File: src/rtl/vm_pkg.sv
`default_nettype none
// ----------------------------------------------------------------------------
// vm_pkg : voicemail command, status and state encodings.    Rev 1.0
// ----------------------------------------------------------------------------
package vm_pkg;

  localparam logic [3:0] VM_NOP        = 4'd0;
  localparam logic [3:0] VM_RECORD     = 4'd1;
  localparam logic [3:0] VM_PLAY       = 4'd2;
  localparam logic [3:0] VM_STOP       = 4'd3;
  localparam logic [3:0] VM_DELETE     = 4'd4;
  localparam logic [3:0] VM_DELETE_ALL = 4'd5;

  localparam logic [3:0] VMS_IDLE      = 4'd0;
  localparam logic [3:0] VMS_RECORDING = 4'd1;
  localparam logic [3:0] VMS_PLAYING   = 4'd2;
  localparam logic [3:0] VMS_DONE      = 4'd3;
  localparam logic [3:0] VMS_FULL      = 4'd4;
  localparam logic [3:0] VMS_EMPTY     = 4'd5;

  typedef enum logic [2:0] {
    S_IDLE      = 3'd0,
    S_REC_WAIT  = 3'd1,
    S_REC_WR    = 3'd2,
    S_PLAY_WAIT = 3'd3,
    S_PLAY_RD   = 3'd4,
    S_PLAY_DATA = 3'd5,
    S_FINISH    = 3'd6
  } vm_state_e;

endpackage
`default_nettype wire

File: src/rtl/vm_slot_table.sv
`default_nettype none
// ----------------------------------------------------------------------------
// vm_slot_table : per-slot message lengths, free-slot finder, popcount. Rev 1.0
// ----------------------------------------------------------------------------
module vm_slot_table
  import vm_pkg::*;
#(
  parameter int SLOTS  = 4,
  parameter int SLOT_W = 2,
  parameter int LEN_W  = 13
) (
  input  logic              clk,
  input  logic              rst_n,
  input  logic              wr_en,
  input  logic [SLOT_W-1:0] wr_slot,
  input  logic [LEN_W-1:0]  wr_len,
  input  logic              clr_all,
  input  logic [SLOT_W-1:0] rd_slot,
  output logic [LEN_W-1:0]  rd_len,
  output logic              any_free,
  output logic [SLOT_W-1:0] free_slot,
  output logic [SLOT_W:0]   msg_count
);

  localparam int CNT_W = SLOT_W + 1;

  logic [LEN_W-1:0] len_q [SLOTS];
  logic [LEN_W-1:0] len_d [SLOTS];
  logic [CNT_W-1:0] count_q;
  logic [CNT_W-1:0] count_d;

  always_comb begin
    for (int i = 0; i < SLOTS; i++) begin
      len_d[i] = len_q[i];
      if (clr_all) begin
        len_d[i] = '0;
      end else if (wr_en && (wr_slot == SLOT_W'(i))) begin
        len_d[i] = wr_len;
      end
    end
  end

  // Scan high to low so the last hit is the lowest free index.
  always_comb begin
    any_free  = 1'b0;
    free_slot = '0;
    count_d   = '0;
    for (int i = SLOTS - 1; i >= 0; i--) begin
      if (len_q[i] == '0) begin
        any_free  = 1'b1;
        free_slot = SLOT_W'(i);
      end
    end
    for (int i = 0; i < SLOTS; i++) begin
      if (len_q[i] != '0) begin
        count_d = count_d + CNT_W'(1);
      end
    end
  end

  always_ff @(posedge clk or negedge rst_n) begin
    if (!rst_n) begin
      for (int i = 0; i < SLOTS; i++) begin
        len_q[i] <= '0;
      end
      count_q <= '0;
    end else begin
      for (int i = 0; i < SLOTS; i++) begin
        len_q[i] <= len_d[i];
      end
      count_q <= count_d;
    end
  end

  assign rd_len    = len_q[rd_slot];
  assign msg_count = count_q;

endmodule
`default_nettype wire

File: src/rtl/voicemail_ctrl.sv
`default_nettype none
// ----------------------------------------------------------------------------
// voicemail_ctrl : sample-paced record/playback sequencer over a req/gnt memory
// port. Optional VM_SIDETONE_EN mirrors mic samples to the output while recording. Rev 1.0
// ----------------------------------------------------------------------------
module voicemail_ctrl
  import vm_pkg::*;
#(
  parameter int DATA_W  = 16,
  parameter int SLOTS   = 4,
  parameter int MSG_LEN = 4096,
  parameter int ADDR_W  = 14
) (
  input  logic                     clk,
  input  logic                     reset_n,
  input  logic                     sample_tick,
  input  logic [3:0]               voicemail_command,
  input  logic [$clog2(SLOTS)-1:0] vm_slot,
  output logic [3:0]               voicemail_status,
  input  logic [DATA_W-1:0]        audio_in_data,
  output logic [DATA_W-1:0]        audio_out_data,
  output logic                     mem_req,
  output logic                     mem_we,
  output logic [ADDR_W-1:0]        mem_addr,
  output logic [DATA_W-1:0]        mem_din,
  input  logic                     mem_gnt,
  input  logic [DATA_W-1:0]        mem_dout,
  input  logic                     mem_valid,
  output logic [$clog2(SLOTS):0]   msg_count,
  output logic                     overrun
);

  localparam int SLOT_W = $clog2(SLOTS);
  localparam int OFF_W  = $clog2(MSG_LEN);
  localparam int LEN_W  = OFF_W + 1;
  localparam logic [LEN_W-1:0] FULL_LEN = LEN_W'(MSG_LEN);

  vm_state_e         state_q, state_d;
  logic [3:0]        cmd_prev_q;
  logic [SLOT_W-1:0] slot_q, slot_d;
  logic [OFF_W-1:0]  off_q, off_d;
  logic [LEN_W-1:0]  len_q, len_d;
  logic [LEN_W-1:0]  cnt_q, cnt_d;
  logic [LEN_W-1:0]  plen_q, plen_d;
  logic              stop_q, stop_d;
  logic              req_q, req_d;
  logic              we_q, we_d;
  logic [DATA_W-1:0] din_q, din_d;
  logic [DATA_W-1:0] aout_q, aout_d;
  logic [3:0]        status_q, status_d;
  logic              overrun_q, overrun_d;

  logic              tbl_wr_en;
  logic [SLOT_W-1:0] tbl_wr_slot;
  logic [LEN_W-1:0]  tbl_wr_len;
  logic              tbl_clr_all;
  logic [LEN_W-1:0]  tbl_rd_len;
  logic              tbl_any_free;
  logic [SLOT_W-1:0] tbl_free_slot;

  logic cmd_new;
  logic stop_cmd;

  vm_slot_table #(
    .SLOTS (SLOTS),
    .SLOT_W(SLOT_W),
    .LEN_W (LEN_W)
  ) u_slot_table (
    .clk      (clk),
    .rst_n    (reset_n),
    .wr_en    (tbl_wr_en),
    .wr_slot  (tbl_wr_slot),
    .wr_len   (tbl_wr_len),
    .clr_all  (tbl_clr_all),
    .rd_slot  (vm_slot),
    .rd_len   (tbl_rd_len),
    .any_free (tbl_any_free),
    .free_slot(tbl_free_slot),
    .msg_count(msg_count)
  );

  assign cmd_new  = (voicemail_command != cmd_prev_q) && (voicemail_command != VM_NOP);
  assign stop_cmd = cmd_new && (voicemail_command == VM_STOP);

  always_comb begin
    state_d     = state_q;
    slot_d      = slot_q;
    off_d       = off_q;
    len_d       = len_q;
    cnt_d       = cnt_q;
    plen_d      = plen_q;
    stop_d      = stop_q;
    req_d       = req_q;
    we_d        = we_q;
    din_d       = din_q;
    aout_d      = aout_q;
    status_d    = status_q;
    overrun_d   = overrun_q;
    tbl_wr_en   = 1'b0;
    tbl_wr_slot = slot_q;
    tbl_wr_len  = '0;
    tbl_clr_all = 1'b0;

    case (state_q)
      S_IDLE: begin
        if (cmd_new) begin
          case (voicemail_command)
            VM_RECORD: begin
              if (tbl_any_free) begin
                slot_d      = tbl_free_slot;
                off_d       = '0;
                len_d       = '0;
                stop_d      = 1'b0;
                tbl_wr_en   = 1'b1;
                tbl_wr_slot = tbl_free_slot;
                status_d    = VMS_RECORDING;
                state_d     = S_REC_WAIT;
              end else begin
                status_d = VMS_FULL;
              end
            end
            VM_PLAY: begin
              if (tbl_rd_len == '0) begin
                status_d = VMS_EMPTY;
              end else begin
                slot_d   = vm_slot;
                off_d    = '0;
                cnt_d    = '0;
                plen_d   = tbl_rd_len;
                stop_d   = 1'b0;
                status_d = VMS_PLAYING;
                state_d  = S_PLAY_WAIT;
              end
            end
            VM_DELETE: begin
              tbl_wr_en   = 1'b1;
              tbl_wr_slot = vm_slot;
              status_d    = VMS_IDLE;
            end
            VM_DELETE_ALL: begin
              tbl_clr_all = 1'b1;
              status_d    = VMS_IDLE;
            end
            default: ;
          endcase
        end
      end
      S_REC_WAIT: begin
        if (stop_cmd) begin
          status_d = VMS_DONE;
          state_d  = S_FINISH;
        end else if (sample_tick) begin
          din_d   = audio_in_data;
          req_d   = 1'b1;
          we_d    = 1'b1;
          state_d = S_REC_WR;
        end
      end
      S_REC_WR: begin
        if (stop_cmd)    stop_d    = 1'b1;
        // No capture path exists here, so any tick is a lost sample.
        if (sample_tick) overrun_d = 1'b1;
        if (mem_gnt) begin
          req_d       = 1'b0;
          we_d        = 1'b0;
          len_d       = len_q + LEN_W'(1);
          off_d       = off_q + OFF_W'(1);
          tbl_wr_en   = 1'b1;
          tbl_wr_slot = slot_q;
          tbl_wr_len  = len_q + LEN_W'(1);
          if ((len_q + LEN_W'(1)) == FULL_LEN) begin
            status_d = VMS_FULL;
            state_d  = S_FINISH;
          end else if (stop_d) begin
            status_d = VMS_DONE;
            state_d  = S_FINISH;
          end else begin
            state_d = S_REC_WAIT;
          end
        end
      end
      S_PLAY_WAIT: begin
        if (stop_cmd) begin
          status_d = VMS_DONE;
          state_d  = S_FINISH;
        end else if (sample_tick) begin
          req_d   = 1'b1;
          we_d    = 1'b0;
          state_d = S_PLAY_RD;
        end
      end
      S_PLAY_RD: begin
        if (stop_cmd)    stop_d    = 1'b1;
        if (sample_tick) overrun_d = 1'b1;
        if (mem_gnt) begin
          req_d   = 1'b0;
          state_d = S_PLAY_DATA;
        end
      end
      S_PLAY_DATA: begin
        if (stop_cmd)    stop_d    = 1'b1;
        if (sample_tick) overrun_d = 1'b1;
        if (mem_valid) begin
          if (stop_d) begin
            status_d = VMS_DONE;
            state_d  = S_FINISH;
          end else begin
            aout_d = mem_dout;
            off_d  = off_q + OFF_W'(1);
            cnt_d  = cnt_q + LEN_W'(1);
            if ((cnt_q + LEN_W'(1)) == plen_q) begin
              status_d = VMS_DONE;
              state_d  = S_FINISH;
            end else begin
              state_d = S_PLAY_WAIT;
            end
          end
        end
      end
      S_FINISH: begin
        aout_d  = '0;
        req_d   = 1'b0;
        we_d    = 1'b0;
        state_d = S_IDLE;
      end
      default: state_d = S_IDLE;
    endcase

`ifdef VM_SIDETONE_EN
    if (((state_q == S_REC_WAIT) || (state_q == S_REC_WR)) && sample_tick) begin
      aout_d = audio_in_data;
    end
`endif
  end

  always_ff @(posedge clk or negedge reset_n) begin
    if (!reset_n) begin
      state_q    <= S_IDLE;
      cmd_prev_q <= VM_NOP;
      slot_q     <= '0;
      off_q      <= '0;
      len_q      <= '0;
      cnt_q      <= '0;
      plen_q     <= '0;
      stop_q     <= 1'b0;
      req_q      <= 1'b0;
      we_q       <= 1'b0;
      din_q      <= '0;
      aout_q     <= '0;
      status_q   <= VMS_IDLE;
      overrun_q  <= 1'b0;
    end else begin
      state_q    <= state_d;
      cmd_prev_q <= voicemail_command;
      slot_q     <= slot_d;
      off_q      <= off_d;
      len_q      <= len_d;
      cnt_q      <= cnt_d;
      plen_q     <= plen_d;
      stop_q     <= stop_d;
      req_q      <= req_d;
      we_q       <= we_d;
      din_q      <= din_d;
      aout_q     <= aout_d;
      status_q   <= status_d;
      overrun_q  <= overrun_d;
    end
  end

  // Slot index forms the upper address bits, so the offset wraps inside the slot.
  assign mem_addr         = ADDR_W'({slot_q, off_q});
  assign mem_req          = req_q;
  assign mem_we           = we_q;
  assign mem_din          = din_q;
  assign audio_out_data   = aout_q;
  assign voicemail_status = status_q;
  assign overrun          = overrun_q;

endmodule
`default_nettype wire

File: config.mk
export PLATFORM = sky130hd
export DESIGN_NAME = voicemail_ctrl
export DESIGN_NICKNAME = d
export VERILOG_FILES = /design/src/rtl/vm_pkg.sv /design/src/rtl/vm_slot_table.sv /design/src/rtl/voicemail_ctrl.sv
export SDC_FILE = /design/constraint.sdc
export NUM_CORES = 1
export LEC_CHECK = 0
export ABC_AREA = 0
export CORE_ASPECT_RATIO = 1.4
export CORE_MARGIN = 2
export CORE_UTILIZATION = 55
export CTS_CLUSTER_DIAMETER = 80
export DETAILED_ROUTE_END_ITERATION = 16
export PLACE_DENSITY_LB_ADDON = 0.12
export REMOVE_ABC_BUFFERS = 1
export SETUP_SLACK_MARGIN = 0.05
export SLEW_MARGIN = 25
export SYNTH_ARGS = -nofsm -noshare
export SYNTH_HDL_FRONTEND = slang
export SYNTH_SLANG_ARGS = --single-unit
File: constraint.sdc
create_clock -name clk -period 5.7 [get_ports clk]
set_input_delay 0.855 -clock clk [delete_from_list [all_inputs] [get_ports clk]]
set_output_delay 0.855 -clock clk [all_outputs]
set_load 0.05 [all_outputs]
### After elaboration in Yosys (flattened, before gate mapping)

Index checks and enable logic that the tools add are counted.

| storage, ports and cells | value |
|---|---|
| register bits after elaboration | 155 |
| input bits | 43 |
| logic and storage cells | 224 |

| cells by class | value |
|---|---|
| $add $sub $neg | 6 |
| $lt $le $gt $ge | 1 |
| equal/unequal tests | 43 |
| mux-type cells | 104 |
| bitwise operators | 3 |
| reduce and logical (&&, ||, !) cells | 48 |

Operators with widths:

| operator | count |
|---|---|
| two-way mux 13 bit | 21 |
| two-way mux 12 bit | 6 |
| zero test 13 bit | 5 |
| two-way mux 3 bit | 19 |
| case mux 13 bit (2 select lines) | 2 |
| nonzero test 13 bit | 4 |
| case mux 12 bit (3 select lines) | 1 |
| two-way mux 16 bit | 2 |
| two-way mux 4 bit | 8 |
| case mux 16 bit (2 select lines) | 1 |
| adder 13 x 1 -> 13 bit (second input constant) | 2 |
| binary-select mux 13 bit (select 2 bit) | 1 |
| != test 2 bit (second input constant) | 13 |
| case mux 12 bit (2 select lines) | 1 |
| two-way mux 1 bit | 22 |
| != test 3 bit (second input constant) | 6 |
| case mux 3 bit (6 select lines) | 1 |
| two-way mux 2 bit | 8 |
| case mux 4 bit (4 select lines) | 1 |
| AND reduction 8 bit | 2 |
| nonzero test 2 bit | 8 |
| nonzero test 4 bit | 4 |
| equality test 13 bit | 1 |
| equality test 13 bit (second input constant) | 1 |
| 36 further kinds | 65 |

### Depth between registers and ports, before layout

| logic depth | value |
|---|---|
| depth in word-level cells | 13 |
| depth in mapped cells | 10 |
| mapped depth without buffers | 9 |

### By module

From an unflattened synthesis, not the netlist that was laid out.

| second synthesis, totals | value |
|---|---|
| cells, all modules | 872 |
| area total of the unflattened synthesis | 8191.6 um^2 |

By module, submodules not included:

| module | instances | cells an instance | area each (um^2) |
|---|---|---|---|
| voicemail_ctrl | 1 | 584 | 5472.7 |
| vm_slot_table | 1 | 288 | 2718.9 |

### Least setup slack after synthesis

OpenSTA, ideal clock, no wires.

| timing | value |
|---|---|
| kind | input-to-reg |
| start point | input port vm_slot[1] |
| end point | register off_q[6] |
| setup time | 0.122 ns |
| data arrival time | 3.002 ns |
| slack | 2.577 ns |
| stages on the path | 10 |
| path buffers | 3 |
| path through | clkbuf_1 buf_1 mux4_1 nor4_2 and4b_1 a21oi_2 o31a_1 o21ba_1 buf_6 a32o_1 |

| on the way | value |
|---|---|
| longest elaborated chain between the ends | 7 |

Ends and longest elaborated chain:

| item | RTL line | text |
|---|---|---|
| start, declared | voicemail_ctrl.sv:18 | `input logic [$clog2(SLOTS)-1:0] vm_slot,` |
| inverter 2 -> 3 bit (not written as such) | vm_slot_table.sv:75 | `assign rd_len = len_q[rd_slot];` |
| binary-select mux 13 bit (select 2 bit) | vm_slot_table.sv:75 |  |
| two-way mux 13 bit (not written as such) (2 in series) | vm_slot_table.sv:75 |  |
| zero test 13 bit | voicemail_ctrl.sv:123 | `if (tbl_rd_len == '0) begin` |
| != test 3 bit (no line) | -- |  |
| AND reduction 8 bit (no line) | -- |  |
| end signal, assigned | voicemail_ctrl.sv:241 | `off_q <= '0;` |
| end signal, assigned | voicemail_ctrl.sv:256 | `off_q <= off_d;` |
| end, declared | voicemail_ctrl.sv:41 | `logic [OFF_W-1:0] off_q, off_d;` |

No other way between the ends. The select of a mux whose other input is x is not followed.
A chain may end at the register's enable or synchronous reset.

### Worst setup path in the final report

| timing | value |
|---|---|
| start point | input port vm_slot[0] |
| end point | register off_q[6] |

Same word-level chain as after synthesis.

==> impl_metrics.toml <==
[status]
status = "finished clean"

[cts]
cts_made_buffers = 17
cts.reportedPaths.clkPinSlew_ns = 0.07
htree_num_levels = 4
root_buffer = "clkbuf_16"
clk_latency_ns = 0.42
hold_buffers = 0
cts_setup_buffers = 0
cts_tree = "built"
max-clock-path-buffers = 2
post_cts_resize_count = 0
cts.sinks = 154

[synthesis]
synthArstFlopShare_pct = 100
synthCells = 820
synth_edf_count = 0
synth_top_area_share_pct = 47.0
ys_top_cells_by_area = "dfrtp_1 (47%), nand2_1 (7.4%), mux2i_1 (6.3%), mux2_2 (4.3%), o21ai_0 (3.4%)"
synth_compound_area_share_pct = 12.0
ys_seq_elements = 154
yosysSeqAreaShare_pct = 47.0
synth_warnings = 0
synthSimpleGateAreaFrac_pct = 18.0
synthFlopType = "dfrtp_1"
synth_area_um2 = 8200
synth_top_area_cell = "dfrtp_1"
synth_top_family_by_area = "simple AND/OR/NAND/NOR gates"
ys_types = 76
synth_mux_area_share_pct = 14.9
syn_area_per_cell_um2 = 10.0
synth_xor_area_share_pct = 3.95
synth-adder-area-share_pct = 0.915

[finish]
nets = 948
drive_gt1_share_pct = 9.98
final_area_um2 = 9850
antennaDiodeCount = 0
syn2layout_area_growth_pct = 20.1

[drt]
wl_per_cell_um = 18.5
routed_wl_um = 20300
drtIter0Drc = 458
first_pass_iters = 5
viasPerCell = 6.11
drc_errors = 0
vias = 6725
postRouteAntennaNets = 0

[sta]
setup_viol_count_final = 0
min_period_ns = 4.03
relSlewSlack_pct = 33.7
max_freq_ghz = 0.248
fin_skew_ns = 0.0100
whs_ns = 0.478
finalHoldViolCount = 0
worst_slew_pin_slew_ns = 0.980
maxSlewViolCount = 0
layout_setup_ws_ns = 1.67
grt_setup_unrepaired = "false"
min_period_over_period_pct = 70.8
fin_tns_setup_ns = 0

[placement]
port_buffers = 97
place_ws_ns = 1.24
placed_cell_area_um2 = 9250
place_congestion = 0.922
dpl.hpwl_um = 14600

[critical_path]
worst_r2r_path_depth = 8
worstSetupStartpoint = "vm_slot[0]"
worstPathArrival_ns = 4.35
critPathMaxFanout = 15
path_class = "in -> reg"
critPathRequiredTime_ns = 6.01
cp-endpoint = "off_q[6]"
cp-end-kind = "flop"
rr_startpoint = "u_slot_table.len_q[17]"
r2r-end = "u_slot_table.len_q[0]"
rrSetupSlack_ns = 2.17
cp-start-kind = "primary input"

[die]
io-pin-count = 99
core_region_area_um2 = 14500
die_h_um = 148
start_util_pct = 56.5
num_rows = 52
dieWidth_um = 107
dieArea_um2 = 15900

[global_routing]
grt_max_degree = 109
antenna_found_initial = 0
track_usage_pct = 26.5
grt.overflow.total = 0
grt_pass1_vias = 6573
grt_pass1_wl_um = 33300

[power]
seqPwrFrac_pct = 33.8
p_comb_share_pct = 40.8
p_per_area_nw_per_um2 = 455
vdd_drop_max_uv = 221
swShare_pct = 41.0
leakage_nw = 4.39
p_int_mw = 2.65
clkPwrFrac_pct = 25.4
p_sw_mw = 1.84

[run]
drv_cap = 0

[worst_hold_path]
hp-class = "reg -> reg"
## how the worst min path moves through the flow
stage,start,depth (start not counted),slack (ns),to
floorplan,cnt_q[12],1,0.47,cnt_q[12]
global placement,overrun,1,0.44,overrun
detailed placement,audio_out_data[2],2,0.47,audio_out_data[2]
CTS,audio_out_data[2],2,0.48,audio_out_data[2]
global route,audio_out_data[11],2,0.51,audio_out_data[11]
finish,audio_out_data[2],2,0.48,audio_out_data[2]
## state kept, by name, summed over array words and instances (netlist names), 4 cells and up
register and cells:
cnt_q 13, u_slot_table.len_q 52, plen_q 13, off_q 12
cmd_prev_q 4, audio_out_data 16, len_q 13, mem_din 16
## stage by stage
step	util, %	power [mW]	instances
2_1_floorplan	-	2.74	775
3_3_place_gp	63.7	3.31	1069
3_5_place_dp	63.7	3.36	1069
4_1_cts	67.8	4.50	1101
5_1_grt	67.9	4.72	1101
6_report	67.9	4.49	1101
## cell type report
cell class	instances	area, um^2
clock buffer	19	453
inverter	9	33.8
sequential	154	3850
clock inverter	13	141
timing repair buffer	105	1030
tap	189	236
fill	1095	4660
multi-input combinational	612	4100
## worst max-delay path, cell delays in order
cell	delay, ns
clkdlybuf4s50_1	0.99
mux4_1	0.68
nor4_2	0.32
and4b_1	0.27
a21oi_2	0.12
o31a_1	0.43
o21ba_1	0.36
a32o_1	0.30
## kinds of logic after synthesis
kind of cell / count (synthesis)
AND/OR/NAND/NOR: 320
flip-flops: 154
AO/OA/AOI/OAI: 150
multiplexers: 98
buffers and inverters: 54
XOR/XNOR: 37
adder cells (fa/ha/maj): 6
other: 1
## layout by cell type, fill, tap and decap left out, drive strengths merged, types with 10 or more instances in the layout
cell type and count:
mux2 33, a21oi 26, nor4 15, nand2 161, nor2 48, clkdlybuf4s50 96
o21ai 59, clkbuf 20, mux2i 52, xor2 18, nand3 19, mux4 13
nor3 23, inv 12, dfrtp 154, xnor2 19, a22o 10, nand4 10
## power groups by stage
stage / combinational (mW) / sequential (mW) / clock [mW]
final: 1.83 / 1.52 / 1.14
after CTS: 1.84 / 1.51 / 1.15
after global routing: 1.98 / 1.55 / 1.19
after detailed placement: 1.83 / 1.53 / 0
after floorplan: 0.751 / 1.99 / 0
after global placement: 1.79 / 1.52 / 0
## synthesized netlist by cell type (4+ instances only)
master and instances:
nand2_1 161, dfrtp_1 154, o21ai_0 56, mux2i_1 52, nor2_1 48, mux2_2 31
clkbuf_1 27, a21oi_1 24, nor3_1 22, nand3_1 19, xnor2_1 19, xor2_1 18
nor4_1 12, a22o_1 10, mux4_1 10, nand4_1 10, buf_2 9, inv_1 9
and2_1 8, nand2b_1 8, ha_1 6, or3_1 6, a31oi_1 5, and3_1 5
buf_4 5, a21o_1 4, a41oi_1 4, o31ai_1 4
## metal layers
layer	part of all wire [%]	vias to the layer above	wire length, um	global-route usage, %
met4	3.5	0	705	12.1
li1	-	3096	-	-
met3	5.2	51	1070	4.25
met1	39	3317	7880	31.8
met5	0	-	0	0
met2	53	261	10700	46.5
Power figures use the tool's default switching activity.
